### src/rtl/uart_pkg.sv
// Shared constants and state encodings for the memory-mapped UART.
package uart_pkg;

    // Register offsets from BASE_ADDR
    localparam logic [31:0] OFF_TXD = 32'd0;
    localparam logic [31:0] OFF_RXD = 32'd4;
    localparam logic [31:0] OFF_CON = 32'd8;

    // UART_CON bit positions
    localparam int CON_TX_IE    = 0;
    localparam int CON_RX_IE    = 1;
    localparam int CON_TX_DONE  = 2;
    localparam int CON_RX_VALID = 3;
    localparam int CON_TX_BUSY  = 4;

    typedef enum logic [1:0] {
        TX_IDLE  = 2'd0,
        TX_START = 2'd1,
        TX_DATA  = 2'd2,
        TX_STOP  = 2'd3
    } tx_state_e;

    typedef enum logic [1:0] {
        RX_IDLE  = 2'd0,
        RX_START = 2'd1,
        RX_DATA  = 2'd2,
        RX_STOP  = 2'd3
    } rx_state_e;

endpackage

### src/rtl/uart_rx_core.sv
// 8N1 receiver: 2-flop synchroniser, mid-bit sampling FSM, one-cycle valid pulse.
module uart_rx_core
    import uart_pkg::*;
#(
    parameter int CLKS_PER_BIT = 868
) (
    input  logic       clk_i,
    input  logic       rst_ni,
    input  logic       rx_i,
    output logic [7:0] byte_o,
    output logic       valid_o
);

    localparam int CNT_W = $clog2(CLKS_PER_BIT);
    localparam int HALF  = CLKS_PER_BIT / 2;

    logic [1:0]       sync_q;
    logic             rx_s;
    rx_state_e        state_q;
    logic [CNT_W-1:0] cnt_q;
    logic [2:0]       bit_q;
    logic [7:0]       shift_q;
    logic [7:0]       byte_q;
    logic             valid_q;

    assign rx_s    = sync_q[1];
    assign byte_o  = byte_q;
    assign valid_o = valid_q;

    // Synchronise the asynchronous serial input; idle level is high
    always_ff @(posedge clk_i or negedge rst_ni) begin
        if (!rst_ni) sync_q <= 2'b11;
        else         sync_q <= {sync_q[0], rx_i};
    end

    // Receive FSM: confirm start at half-bit, then sample every full bit
    always_ff @(posedge clk_i or negedge rst_ni) begin
        if (!rst_ni) begin
            state_q <= RX_IDLE;
            cnt_q   <= '0;
            bit_q   <= '0;
            shift_q <= '0;
            byte_q  <= '0;
            valid_q <= 1'b0;
        end else begin
            valid_q <= 1'b0;
            case (state_q)
                RX_IDLE: begin
                    cnt_q <= '0;
                    if (!rx_s) state_q <= RX_START;
                end
                RX_START: begin
                    if (cnt_q == CNT_W'(HALF - 1)) begin
                        cnt_q   <= '0;
                        bit_q   <= '0;
                        // a start that has gone high again by mid-bit was a glitch
                        state_q <= rx_s ? RX_IDLE : RX_DATA;
                    end else begin
                        cnt_q <= cnt_q + CNT_W'(1);
                    end
                end
                RX_DATA: begin
                    if (cnt_q == CNT_W'(CLKS_PER_BIT - 1)) begin
                        cnt_q   <= '0;
                        shift_q <= {rx_s, shift_q[7:1]};
                        if (bit_q == 3'd7) state_q <= RX_STOP;
                        else               bit_q   <= bit_q + 3'd1;
                    end else begin
                        cnt_q <= cnt_q + CNT_W'(1);
                    end
                end
                RX_STOP: begin
                    if (cnt_q == CNT_W'(CLKS_PER_BIT - 1)) begin
                        cnt_q   <= '0;
                        state_q <= RX_IDLE;
                        // a low stop bit is a framing error: drop the byte
                        if (rx_s) begin
                            byte_q  <= shift_q;
                            valid_q <= 1'b1;
                        end
                    end else begin
                        cnt_q <= cnt_q + CNT_W'(1);
                    end
                end
                default: state_q <= RX_IDLE;
            endcase
        end
    end

endmodule

### src/rtl/uart_mmio.sv
// Memory-mapped 8N1 UART: TXD/RXD/CON register decode, TX FSM, RX core instance.
module uart_mmio
    import uart_pkg::*;
#(
    parameter int          CLKS_PER_BIT = 868,
    parameter logic [31:0] BASE_ADDR    = 32'h4000_0018
) (
    input  logic        clk,
    input  logic        reset,
    input  logic [31:0] Address,
    input  logic [31:0] Write_data,
    input  logic        MemRead,
    input  logic        MemWrite,
    output logic [31:0] Read_data,
    output logic        hit,
    output logic        uart_tx,
    input  logic        uart_rx,
    output logic        irq
);

    localparam int CNT_W = $clog2(CLKS_PER_BIT);

    logic sel_txd, sel_rxd, sel_con;
    logic wr_txd, wr_con, rd_rxd, rd_con;

    tx_state_e        tx_state_q;
    logic [CNT_W-1:0] tx_cnt_q;
    logic [2:0]       tx_bit_q;
    logic [7:0]       txd_q;
    logic             tx_q;
    logic             tx_bit_end, tx_end, tx_busy;

    logic [7:0] rxd_q;
    logic       rx_valid_q;
    logic       tx_done_q;
    logic [1:0] ie_q;
    logic [7:0] rx_byte;
    logic       rx_vld;
    logic [4:0] con_rd;
    logic       unused_wdata;

    assign unused_wdata = ^Write_data[31:8];

    assign sel_txd = (Address == BASE_ADDR + OFF_TXD);
    assign sel_rxd = (Address == BASE_ADDR + OFF_RXD);
    assign sel_con = (Address == BASE_ADDR + OFF_CON);
    assign hit     = sel_txd | sel_rxd | sel_con;

    assign wr_txd = MemWrite & sel_txd;
    assign wr_con = MemWrite & sel_con;
    assign rd_rxd = MemRead  & sel_rxd;
    assign rd_con = MemRead  & sel_con;

    assign tx_bit_end = (tx_cnt_q == CNT_W'(CLKS_PER_BIT - 1));
    assign tx_end     = (tx_state_q == TX_STOP) && tx_bit_end;
    assign tx_busy    = (tx_state_q != TX_IDLE);
    assign uart_tx    = tx_q;

    assign irq = (ie_q[CON_RX_IE] & rx_valid_q) | (ie_q[CON_TX_IE] & tx_done_q);

    // Assemble the CON read image
    always_comb begin
        con_rd               = '0;
        con_rd[CON_TX_IE]    = ie_q[CON_TX_IE];
        con_rd[CON_RX_IE]    = ie_q[CON_RX_IE];
        con_rd[CON_TX_DONE]  = tx_done_q;
        con_rd[CON_RX_VALID] = rx_valid_q;
        con_rd[CON_TX_BUSY]  = tx_busy;
    end

    // Zero-latency load path, muxed by the CPU against DataMem using hit
    always_comb begin
        Read_data = '0;
        if (sel_txd)      Read_data = {24'd0, txd_q};
        else if (sel_rxd) Read_data = {24'd0, rxd_q};
        else if (sel_con) Read_data = {27'd0, con_rd};
    end

    // Transmit FSM; uart_tx is registered so the line never glitches
    always_ff @(posedge clk or negedge reset) begin
        if (!reset) begin
            tx_state_q <= TX_IDLE;
            tx_cnt_q   <= '0;
            tx_bit_q   <= '0;
            txd_q      <= '0;
            tx_q       <= 1'b1;
        end else begin
            case (tx_state_q)
                TX_IDLE: begin
                    // writes while busy fall through the other states untouched
                    if (wr_txd) begin
                        txd_q      <= Write_data[7:0];
                        tx_q       <= 1'b0;
                        tx_cnt_q   <= '0;
                        tx_state_q <= TX_START;
                    end
                end
                TX_START: begin
                    if (tx_bit_end) begin
                        tx_cnt_q   <= '0;
                        tx_bit_q   <= '0;
                        tx_q       <= txd_q[0];
                        tx_state_q <= TX_DATA;
                    end else begin
                        tx_cnt_q <= tx_cnt_q + CNT_W'(1);
                    end
                end
                TX_DATA: begin
                    if (tx_bit_end) begin
                        tx_cnt_q <= '0;
                        if (tx_bit_q == 3'd7) begin
                            tx_q       <= 1'b1;
                            tx_state_q <= TX_STOP;
                        end else begin
                            tx_bit_q <= tx_bit_q + 3'd1;
                            tx_q     <= txd_q[tx_bit_q + 3'd1];
                        end
                    end else begin
                        tx_cnt_q <= tx_cnt_q + CNT_W'(1);
                    end
                end
                TX_STOP: begin
                    if (tx_bit_end) begin
                        tx_cnt_q   <= '0;
                        tx_state_q <= TX_IDLE;
                    end else begin
                        tx_cnt_q <= tx_cnt_q + CNT_W'(1);
                    end
                end
                default: tx_state_q <= TX_IDLE;
            endcase
        end
    end

    // Status/control registers; a set from the same edge beats a read-clear
    always_ff @(posedge clk or negedge reset) begin
        if (!reset) begin
            ie_q       <= '0;
            rxd_q      <= '0;
            rx_valid_q <= 1'b0;
            tx_done_q  <= 1'b0;
        end else begin
            if (wr_con) ie_q <= Write_data[1:0];
            if (rx_vld) begin
                rxd_q      <= rx_byte;
                rx_valid_q <= 1'b1;
            end else if (rd_rxd) begin
                rx_valid_q <= 1'b0;
            end
            if (tx_end)      tx_done_q <= 1'b1;
            else if (rd_con) tx_done_q <= 1'b0;
        end
    end

    uart_rx_core #(
        .CLKS_PER_BIT(CLKS_PER_BIT)
    ) u_rx (
        .clk_i  (clk),
        .rst_ni (reset),
        .rx_i   (uart_rx),
        .byte_o (rx_byte),
        .valid_o(rx_vld)
    );

endmodule

### config.mk
export PLATFORM = sky130hd
export DESIGN_NAME = uart_mmio
export DESIGN_NICKNAME = d
export VERILOG_FILES = /design/src/rtl/uart_pkg.sv /design/src/rtl/uart_rx_core.sv /design/src/rtl/uart_mmio.sv
export SDC_FILE = /design/constraint.sdc
export NUM_CORES = 1
export LEC_CHECK = 0
export ABC_AREA = 1
export BUFFER_PORTS_ARGS = -buffer_cell sky130_fd_sc_hd__buf_2
export CORE_MARGIN = 4
export CORE_UTILIZATION = 53
export DETAILED_ROUTE_END_ITERATION = 12
export MAX_ROUTING_LAYER = met4
export PLACE_DENSITY = 0.84
export SETUP_SLACK_MARGIN = 0.02
export SLEW_MARGIN = 20
export SYNTH_ARGS = -nofsm -noshare
export SYNTH_HDL_FRONTEND = slang
export SYNTH_SLANG_ARGS = --single-unit
### constraint.sdc
create_clock -name clk -period 1.76 [get_ports clk]
set_input_delay 0 -clock clk [delete_from_list [all_inputs] [get_ports clk]]
set_output_delay 0 -clock clk [all_outputs]
set_load 0.01 [all_outputs]
After elaboration in Yosys (flattened, before gate mapping)
Cells that the tools add are included.
{"block": "word_totals", "regBits": 70}
{"block": "op_classes", "addsub": 4, "magnitude_cmp": 1, "n_eq_ne": 26, "mux": 44, "bitwise_logic": 9, "reduce_logical": 19}
{"cell": "$eq 32x31->1 const B", "count": 3}
{"cell": "$mux 10", "count": 4}
{"cell": "$pmux 10 s3", "count": 1}
{"cell": "$mux 2", "count": 11}
{"cell": "$add 10x1->10 const B", "count": 2}
{"cell": "$eq 10x10->1 const B", "count": 2}
{"cell": "$pmux 10 s2", "count": 1}
{"cell": "$mux 3", "count": 6}
{"cell": "$mux 8", "count": 2}
{"cell": "$ne 2x2->1 const B", "count": 8}
{"cell": "$pmux 2 s4", "count": 2}
{"cell": "$mux 1", "count": 12}
{"cell": "$pmux 3 s2", "count": 2}
{"cell": "$reduce_and 4->1", "count": 3}
{"cell": "$eq 10x9->1 const B", "count": 1}
{"cell": "$reduce_and 5->1", "count": 2}
{"cell": "$reduce_bool 2->1", "count": 5}
{"cell": "$eq 2x2->1 const B", "count": 4}
{"cell": "$ne 2x1->1 const B", "count": 4}
{"cell": "$add 3x1->3 const B", "count": 2}
{"cell": "$and 1x1->1", "count": 6}
{"cell": "$eq 3x3->1 const B", "count": 2}
{"cell": "$mux 5", "count": 1}
{"cell": "$eq 2x1->1 const B", "count": 2}
{"cell": "11 further kinds", "count": 15}

Longest topological paths before layout
{"block": "logic_depth", "ltp_word": 6, "depth_mapped": 11}

Cells and area by module
A second synthesis with hierarchy kept.
{"block": "unflattened", "cells_unflattened": 540, "area_unflattened_um2": 4137.7}
{"module": "uart_mmio", "instances": 1, "cells_per_inst": 353, "area_each_um2": 2557.5, "seq_area_each_um2": 902.1}
{"module": "uart_rx_core", "instances": 1, "cells_per_inst": 187, "area_each_um2": 1580.3, "seq_area_each_um2": 853.3}

Worst setup path after synthesis
No wires, ideal clock.
{"block": "synth_path", "kind": "register to register", "startpoint": "register tx_cnt_q[0]", "endpoint": "register tx_state_q[0]", "setup_ns": 0.121, "t_arrival_ns": 1.369, "path_slack_ns": 0.270, "path_stages_with_launch": 9, "n_path_buf": 0, "cell_sequence": "dfrtp_1 > ha_1 > nand2_1 > nor3_1 > nand3b_1 > o21ai_1 > nand3_1 > nand2_1 > o21ai_1"}
{"block": "synth_via", "elab_chain_cells": 3, "word_cells_on_any_way": 5}
{"item": "from (decl)", "line": "uart_mmio.sv:27", "text": "logic [CNT_W-1:0] tx_cnt_q;"}
{"item": "from (signal assigned)", "line": "uart_mmio.sv:105", "text": "tx_cnt_q <= tx_cnt_q + CNT_W'(1);"}
{"item": "from (signal assigned)", "line": "uart_mmio.sv:119", "text": "tx_cnt_q <= tx_cnt_q + CNT_W'(1);"}
{"item": "from (signal assigned)", "line": "uart_mmio.sv:127", "text": "tx_cnt_q <= tx_cnt_q + CNT_W'(1);"}
{"item": "$eq 10x10->1 (*)", "line": "uart_mmio.sv:54", "text": "assign tx_bit_end = (tx_cnt_q == CNT_W'(CLKS_PER_BIT - 1));"}
{"item": "$ne 2x2->1 (no line)"}
{"item": "$reduce_and 5->1 (no line) (*)"}
{"item": "to (signal assigned)", "line": "uart_mmio.sv:82", "text": "tx_state_q <= TX_IDLE;"}
{"item": "to (signal assigned)", "line": "uart_mmio.sv:95", "text": "tx_state_q <= TX_START;"}
{"item": "to (signal assigned)", "line": "uart_mmio.sv:103", "text": "tx_state_q <= TX_DATA;"}
{"item": "to (decl)", "line": "uart_mmio.sv:26", "text": "tx_state_e tx_state_q;"}
Every way passes the cells marked *; elsewhere a longest branch is shown, timed or not.
A chain may end at the register's enable or synchronous reset.

Worst setup path after layout
{"block": "layout_path", "startpoint": "register tx_cnt_q[1]", "endpoint": "register tx_state_q[1]"}
Same word-level chain as after synthesis.

==> impl_metrics.yaml <==
status:
  outcome: "finished clean"
detailed_routing:
  detail-route-antenna-nets: 0
  routed_via_density: 4.93
  drc: 0
  wl_per_cell_um: 11.9
  drt_iter0_drc: 114
  firstDrtPassIters: 5
  vias: 3395
  drt_wl_total_um: 8200
sta:
  holdWs_ns: 0.0207
  setup_slack_ns: 0.115
  fin_skew_ns: 0.00503
  hold_viol: 0
  fin_crit_sh_pct: 93.5
  fmax_mhz: 608
  timing.setup.tns_ns: 0
  min_period_ns: 1.65
  slew_violations: 0
  finalSetupViolCount: 0
grt:
  grtUsageTotal_pct: 20.4
  grt_max_degree: 71
  antenna_found_initial: 0
  overflow: 0
  grt_pass1_wl_um: 14100
  grt_pass1_vias: 3182
power:
  power.leakage_nw: 2.52
  power_frac_clock_pct: 43.2
  p_per_area_nw_per_um2: 665
  power.share.switching_pct: 24.8
  peakVddDrop_uv: 738
  combPwrFrac_pct: 5.2
  power_mw: 3.13
  switchingPower_mw: 0.777
  seqPwrFrac_pct: 51.6
  p_int_mw: 2.35
synth:
  synth-main-ff-cell: "dfrtp_1"
  yosysSeqAreaShare_pct: 43.5
  postSynthAreaPerCell_um2: 7.93
  yosys_register_bits: 70
  synth_edf_count: 0
  async_flop_share_pct: 100
  syn_area_um2: 4040
  yosysUniqueCellTypes: 43
  synth_cells: 509
  ys_warn_count: 0
floorplan:
  row_count: 31
  core_um2: 7330
  start_util_pct: 55.0
  die-area_um2: 9070
  dieHeight_um: 95.3
  ios: 104
  chipWidth_um: 95.3
place:
  dpl.hpwl_um: 6080
  pre_cts_ws_ns: 0.0950
  dp_cells: 661
  gp_congestion: 0.840
  numPortBuffers: 55
cts:
  h-tree-depth: 3
  clockBufferDepth: 2
  clock_latency_ns: 0.35
  cts_inserted_buffers: 9
  path_clk_slew_ns: 0.08
  root_buffer: "clkbuf_8"
  cts_tree: "yes"
  clock-sinks: 70
min_path:
  holdCritPathClass: "in -> reg"
setup_path:
  critPathArrivalTime_ns: 1.88
  path_class: "reg -> reg"
  critPathCaptureType: "register"
  crit_path_max_fanout: 7
  crit_path_start_kind: "register"
  cp.required_ns: 2.00
final_layout:
  multi_input_comb_area_um2: 1850
  layout-area-overhead-vs-synth_pct: 16.6
  register_area_um2: 1760
  drive_above_1_share_pct: 22.0
  fillers: 608
  instances_no_fill: 689
  num_antenna_cells: 0
  fin_nets: 666
job:
  maxCapViolations: 0
[logic make-up after synthesis]
kind of cell,share of synthesized area (%)
fa+ha+maj,3.72
other cells,0.0929
mux,0.248
simple gates,26.4
buf+inv,13.7
compound gates,11.5
flops,43.5
xor+xnor,0.868
[worst max-delay path, cell delays in order (launching register included)]
cell and delay (ns):
dfrtp_1 0.38, ha_2 0.23, nand2_1 0.07, nor3_2 0.11, nand3b_1 0.26, o21ai_2 0.22, nand3_2 0.12, nand2_1 0.08
o21ai_1 0.06
[routing by layer]
layer / track usage (%) / vias to the layer above / part of all wire [%]
met3: 4.03 / 11 / 5.5
li1: - / 1717 / -
met2: 33.7 / 101 / 49
met1: 25.2 / 1566 / 44
met4: 6.73 / 0 / 1.6
met5: - / - / 0
[repair_timing]
action | CTS | global route
buffers inserted | 0 | 1
gates resized for setup | 0 | 10
hold buffers | 11 | 0
hold endpoints to repair | 83 | 0
setup endpoints to repair | 0 | 13
[registers in the layout, summed over array words and instances, names as in the netlist, 2 cells and up, named ones only]
signal	flops
ie_q	2
rxd_q	8
tx_bit_q	3
tx_cnt_q	10
tx_state_q	2
txd_q	8
u_rx.bit_q	3
u_rx.byte_o	8
u_rx.cnt_q	10
u_rx.shift_q	8
u_rx.sync_q	2
[worst paths after layout]
check,depth (start not counted),to,slack [ns],startpoint
setup / recovery,8,tx_state_q[1],0.11,tx_cnt_q[1]
hold / removal,3,ie_q[0],0.02,MemWrite
setup reg to reg,8,tx_state_q[1],0.11,tx_cnt_q[1]
hold reg to reg,0,u_rx.sync_q[1],0.36,u_rx.sync_q[0]
max in group asynchronous,3,u_rx.sync_q[0],1.24,reset
min in group asynchronous,3,ie_q[0],0.20,reset
[cell type report]
class | instances | share of cell area [%]
flip-flops and latches | 70 | 37.3
clock inverters | 7 | 1.70
well taps | 99 | 2.63
repair buffers | 72 | 9.41
clock buffers | 9 | 2.63
multi-input cells | 345 | 39.3
inverters | 87 | 6.97
[power groups by stage]
stage          Clock [mW]  Sequential [mW]  Combinational (mW)
6_report             1.35             1.61               0.164
2_1_floorplan           0             1.64              0.0933
3_5_place_dp            0             1.64               0.147
5_1_grt              1.46             1.61               0.189
4_1_cts              1.37             1.61               0.166
3_3_place_gp            0             1.64               0.144
[layout by cell type (no fill, tap or decap), types with 11 or more instances in the layout]
cell	n
buf_2	55
conb_1	24
dfrtp_1	67
dlygate4sd3_1	11
inv_1	77
nand2_1	117
nand3_1	33
nor2_1	42
o21ai_0	16
o21ai_1	19
o21ai_2	17
[synth_stat cells (all sizes together) (2+ instances only)]
library cell	n	area share (%)
nor2	47	5.2
buf	29	5.5
nand2	124	12
dfrtp	67	42
nand4	9	1.9
o31ai	4	0.74
dfstp	3	2.0
nor3	10	1.8
o21ai	52	7.9
xnor2	2	0.43
ha	12	3.7
nand3	35	4.7
clkinv	2	0.22
o21bai	6	1.1
inv	85	7.9
xor2	2	0.43
a21oi	8	0.99
nor4	2	0.31
[through the flow]
stage	area (um^2)	util [%]
6_report	4700	64.2
5_1_grt	4700	64.2
4_1_cts	4660	63.6
3_5_place_dp	4350	59.3
3_3_place_gp	4350	59.3
2_1_floorplan	4120	-
Note: power is estimated with default switching activity, not from simulation.
